### src/rtl/dma_wr_ctrl.sv
// PL-to-PS DMA write sequencer: writes num frames of len words with an idle gap between frames.
// Define DMA_WR_FRAME_TAG_EN to put the frame index in W_data_o[DATA_W-1:DATA_W-8] and the word index below it.
//   state | meaning
//   IDLE  | waiting for a start_i rising edge
//   ARM   | latch configuration, clear counters
//   WRITE | one word per cycle unless full or abort
//   GAP   | idle cycles between frames
//   DONE  | one-cycle end-of-transfer pulse
module dma_wr_ctrl #(
  parameter int DATA_W = 32,
  parameter int LEN_W  = 16,
  parameter int FRM_W  = 8,
  parameter int GAP_W  = 8
) (
  input  logic              pl_clk,
  input  logic              dma_rstn,
  input  logic              start_i,
  input  logic              abort_i,
  input  logic [LEN_W-1:0]  xfer_len_i,
  input  logic [FRM_W-1:0]  frame_num_i,
  input  logic [GAP_W-1:0]  gap_i,
  input  logic              wr_full_i,
  output logic [DATA_W-1:0] W_data_o,
  output logic              W_wren_o,
  output logic              busy_o,
  output logic              frame_done_o,
  output logic              done_o,
  output logic [31:0]       xfer_words_o
);

  typedef enum logic [2:0] {IDLE, ARM, WRITE, GAP, DONE} state_t;

  state_t            state;
  logic              start_s0, start_s1;
  logic [LEN_W-1:0]  len_r, word_idx;
  logic [FRM_W-1:0]  num_r, frm_idx;
  logic [GAP_W-1:0]  gap_r, gap_cnt;
  logic [DATA_W-1:0] data_r, data_next;
  logic [31:0]       words_r;
  logic              start_rise, accept, last_word, last_frame;

  assign start_rise = start_s0 & ~start_s1;
  assign accept     = (state == WRITE) & ~wr_full_i & ~abort_i;
  assign last_word  = (word_idx == len_r - LEN_W'(1));
  // num = 0 means continuous, so no frame is ever the last one
  assign last_frame = (num_r != '0) && (frm_idx == num_r - FRM_W'(1));

`ifdef DMA_WR_FRAME_TAG_EN
  assign data_next = last_word ?
                     {8'(frm_idx + FRM_W'(1)), {(DATA_W-8){1'b0}}} :
                     {data_r[DATA_W-1:DATA_W-8], (DATA_W-8)'(word_idx + LEN_W'(1))};
`else
  assign data_next = data_r + DATA_W'(1);
`endif

  assign W_wren_o     = accept;
  assign frame_done_o = accept & last_word;
  assign busy_o       = (state != IDLE);
  assign done_o       = (state == DONE);
  assign W_data_o     = data_r;
  assign xfer_words_o = words_r;

  always_ff @(posedge pl_clk or negedge dma_rstn) begin
    if (!dma_rstn) begin
      state    <= IDLE;
      start_s0 <= 1'b0;
      start_s1 <= 1'b0;
      len_r    <= '0;
      num_r    <= '0;
      gap_r    <= '0;
      gap_cnt  <= '0;
      word_idx <= '0;
      frm_idx  <= '0;
      data_r   <= '0;
      words_r  <= '0;
    end else begin
      start_s0 <= start_i;
      start_s1 <= start_s0;
      case (state)
        IDLE: if (start_rise) state <= ARM;
        ARM: begin
          len_r    <= xfer_len_i;
          num_r    <= frame_num_i;
          gap_r    <= gap_i;
          data_r   <= '0;
          word_idx <= '0;
          frm_idx  <= '0;
          words_r  <= '0;
          if (abort_i || xfer_len_i == '0) state <= DONE;
          else                             state <= WRITE;
        end
        WRITE: begin
          if (abort_i) begin
            state <= DONE;
          end else if (accept) begin
            data_r  <= data_next;
            words_r <= words_r + 32'd1;
            if (last_word) begin
              word_idx <= '0;
              frm_idx  <= frm_idx + FRM_W'(1);
              if (last_frame) begin
                state <= DONE;
              end else if (gap_r != '0) begin
                gap_cnt <= gap_r - GAP_W'(1);
                state   <= GAP;
              end
            end else begin
              word_idx <= word_idx + LEN_W'(1);
            end
          end
        end
        GAP: begin
          if (abort_i)              state <= DONE;
          else if (gap_cnt == '0)   state <= WRITE;
          else                      gap_cnt <= gap_cnt - GAP_W'(1);
        end
        DONE:    state <= IDLE;
        default: state <= IDLE;
      endcase
    end
  end

endmodule

### config.mk
export PLATFORM = sky130hd
export DESIGN_NAME = dma_wr_ctrl
export DESIGN_NICKNAME = d
export VERILOG_FILES = /design/src/rtl/dma_wr_ctrl.sv
export SDC_FILE = /design/constraint.sdc
export NUM_CORES = 1
export LEC_CHECK = 0
export BUFFER_PORTS_ARGS = -buffer_cell sky130_fd_sc_hd__buf_2
export CORE_ASPECT_RATIO = 1.75
export CORE_UTILIZATION = 58
export DETAILED_ROUTE_END_ITERATION = 10
export GPL_TIMING_DRIVEN = 0
export PLACE_DENSITY = 0.81
export SLEW_MARGIN = 15
export SYNTH_ARGS = -nofsm -noshare
export SYNTH_HDL_FRONTEND = slang
export SYNTH_SLANG_ARGS = --single-unit
### constraint.sdc
create_clock -name pl_clk -period 4.1 [get_ports pl_clk]
set_input_delay 0 -clock pl_clk [delete_from_list [all_inputs] [get_ports pl_clk]]
set_output_delay 0 -clock pl_clk [all_outputs]
set_load 0.02 [all_outputs]
==> results.toml <==
[clock_network]
h-tree-depth = 4
path_clk_slew_ns = 0.06
cts_resized = 0
cts.sinks = 133
tritoncts = "built"
cts.path.max_buffers = 2
root_buffer = "clkbuf_16"
clock_latency_ns = 0.42
cts_buffers = 17

[power_and_ir_drop]
total_power_mw = 5.17
power_frac_comb_pct = 34.6
internal-power_mw = 3.14
netSwitchingFraction_pct = 39.2
leakage_nw = 4.27
seqPwrFrac_pct = 36.2
peakVddDrop_v = 0.000449
switchingPower_mw = 2.02
pwr_density_cell_nw_per_um2 = 565
clkPwrFrac_pct = 29.2

[yosys]
synth_flop_cell = "dfrtp_1"
synthXorXnorAreaFrac_pct = 10.8
synth_compound_area_share_pct = 11.1
yosysTopAreaCell = "dfrtp_1"
synth_seq_area_share_pct = 44.9
synth_top_cell_area_share_pct = 44.9
netlist_area_um2 = 7410
synth_cell_types = 67
synthesis.nets = 891
yosys_register_bits = 133
synth.avg_cell_area_um2 = 8.74
netlist_instances = 847
synthMuxAreaShare_pct = 1.12
synth_top_family_by_area = "simple AND/OR/NAND/NOR gates"
yosys.area_share.adder_pct = 1.18
synth_edf_count = 0
async_flop_share_pct = 100
synthSimpleGateAreaFrac_pct = 27.6
synth_area_leaders = "dfrtp_1, nand2_1, xor2_1"
yosysWarnings = 0

[sta]
worst_pin_slew_ns = 0.934
fin_tns_setup_ns = 0
hold_viol = 0
setup_viol = 0
rsz0062_at_grt = "no"
max_freq_mhz = 271
fin_crit_sh_pct = 90.2
slew_headroom_pct = 37.3
skew_ns = 0.0117
drv_slew = 0
finalCriticalPeriod_ns = 3.70

[worst_setup_path]
cp.required_ns = 4.40
cp-startpoint = "state[1]"
critPathArrivalTime_ns = 4.00
r2r_start = "state[1]"
r2r_end = "gap_cnt[0]"
crit_type = "reg2reg"
critPathMaxFanout = 9
start_kind = "flip-flop"
r2r_slack_ns = 0.40
setup.worst_path.end_class = "flip-flop"
rr_worst_depth = 8

[floorplan]
coreArea_um2 = 12400
die_area_um2 = 13200
rows = 54
die_w_um = 87.4
die_h_um = 151
start_util_pct = 59.6
ios = 105

[grt]
gr-total-overflow = 0
antenna_found_initial = 0
grt_max_degree = 56
track_usage_pct = 31.0
first_global_vias = 6732
grt_pass1_wl_um = 31600

[final_layout]
nNetsFinal = 1051
drive_above_1_share_pct = 15.8
fill_cells = 997
final_area_um2 = 9140
post-route-util_pct = 73.5
layout.cells.non_filler = 1187
multi_input_area_um2 = 3840
seq_area_um2 = 3330
area_delta_synth_final_pct = 23.4
insertedDiodeCount = 0

[route]
vias = 6905
first_iter_violations = 336
wl_um = 19600
firstDrtPassIters = 5
drc = 0
viasPerCell = 5.82
avgRoutedWirePerCell_um = 16.5
ant_nets = 0

[place]
dp.cells = 1121
port_buffers = 104
post-dp-hpwl_um = 13600
place_area_um2 = 8200
gp_congestion = 0.945

[worst_hold_path]
hp-class = "in2async"

[status]
status = "completed"

[flow_run]
maxCapViolations = 0
## logic make-up after synthesis
| logic type | count (synthesis) |
|---|---|
| AOI/OAI and AO/OA | 126 |
| xor gates and xnor gates | 91 |
| adders and majority gates | 7 |
| buffers and inverters | 58 |
| DFF | 133 |
| muxes | 8 |
| and+or+nand+nor | 424 |
## flip-flops by register name, indices dropped and copies added, names as in the netlist
register      cells
word_idx         16
gap_r             8
start_s0          1
len_r            16
gap_cnt           8
frm_idx           8
start_s1          1
xfer_words_o     32
state             3
num_r             8
W_data_o         32
## what timing repair did
action,4_1_cts,5_1_grt
hold buffers,35,0
hold endpoints to repair,124,0
setup buffers,0,0
setup endpoints to repair,0,0
## critical path: stages, from the launching register on
cell and delay [ns]:
dfrtp_1 0.48, nor2b_1 0.45, nand2b_1 0.26, or3_1 0.35
clkbuf_1 0.24, a311oi_1 0.78, a21oi_1 0.38, nor2_1 0.28
mux2_2 0.36
## synthesized netlist by cell type (4+ instances only)
| cell | instances |
|---|---|
| nor3_1 | 33 |
| o211ai_1 | 9 |
| dfrtp_1 | 133 |
| o21ai_0 | 35 |
| nor4_1 | 14 |
| xor2_1 | 50 |
| inv_1 | 27 |
| and3_1 | 11 |
| a21oi_1 | 31 |
| nand4_1 | 18 |
| nand2_1 | 140 |
| or3_1 | 25 |
| nand2b_1 | 7 |
| nor2_1 | 107 |
| and4_1 | 6 |
| a211o_1 | 4 |
| nor2b_1 | 7 |
| xnor2_1 | 41 |
| mux2i_1 | 6 |
| ha_1 | 7 |
| nand3_1 | 29 |
| o31ai_1 | 7 |
| a2111oi_0 | 5 |
| clkbuf_1 | 22 |
| buf_1 | 4 |
## layout by cell type, fill, tap and decap left out, drive strengths merged, types with 4 or more instances in the layout
cell	instances
nor4	15
or4	4
a211o	4
nand4	18
and2	4
ha	7
xnor2	41
clkbuf	40
o31ai	7
or2	4
buf	115
a21oi	32
and3	11
xor2	50
o21ai	35
inv	31
and4	7
nor3	34
nand2b	8
dfrtp	133
clkinv	5
dlygate4sd3	35
nor2b	7
nand3	30
nor2	107
mux2i	6
o211ai	9
nand2	140
or3	25
a2111oi	5
## final cells by class
class / instances / share of cell area [%]
Inverter: 27 / 1.11
Buffer: 31 / 1.55
Multi-Input combinational cell: 656 / 42.0
Clock inverter: 13 / 1.60
Sequential cell: 133 / 36.4
Clock buffer: 18 / 4.80
Timing Repair Buffer: 141 / 10.2
Tap cell: 168 / 2.30
## through the flow
step | hold slack, ns | worst slack, ns
global route | 0.0653 | 0.220
finish | 0.0298 | 0.404
detailed placement | -0.0795 | 0.498
CTS | 0.0496 | 0.502
floorplan | -0.296 | 1.06
global placement | 0.110 | 0.474
## metal layers
metal / routed length, um / part of all wire, % / track usage [%]
met1: 7300 / 37 / 33.4
met4: 784 / 4.0 / 15.7
met3: 994 / 5.1 / 5.09
met2: 10500 / 54 / 57.3
met5: 0 / 0 / 0
## worst max-delay path by stage
stage	endpoint	slack [ns]
after floorplan	xfer_words_o[27]	1.06
after global placement	gap_cnt[7]	0.47
after detailed placement	gap_cnt[0]	0.50
after CTS	gap_cnt[0]	0.50
after global routing	gap_cnt[0]	0.22
final	gap_cnt[0]	0.40
## power by group through the flow
| stage | clock network, mW | registers, mW | logic, mW |
|---|---|---|---|
| 2_1_floorplan | 0 | 1.81 | 1.28 |
| 3_3_place_gp | 0 | 1.88 | 1.69 |
| 3_5_place_dp | 0 | 1.88 | 1.73 |
| 4_1_cts | 1.53 | 1.86 | 1.77 |
| 5_1_grt | 1.58 | 1.91 | 1.98 |
| 6_report | 1.51 | 1.87 | 1.79 |
(Power assumes the default switching activity.)
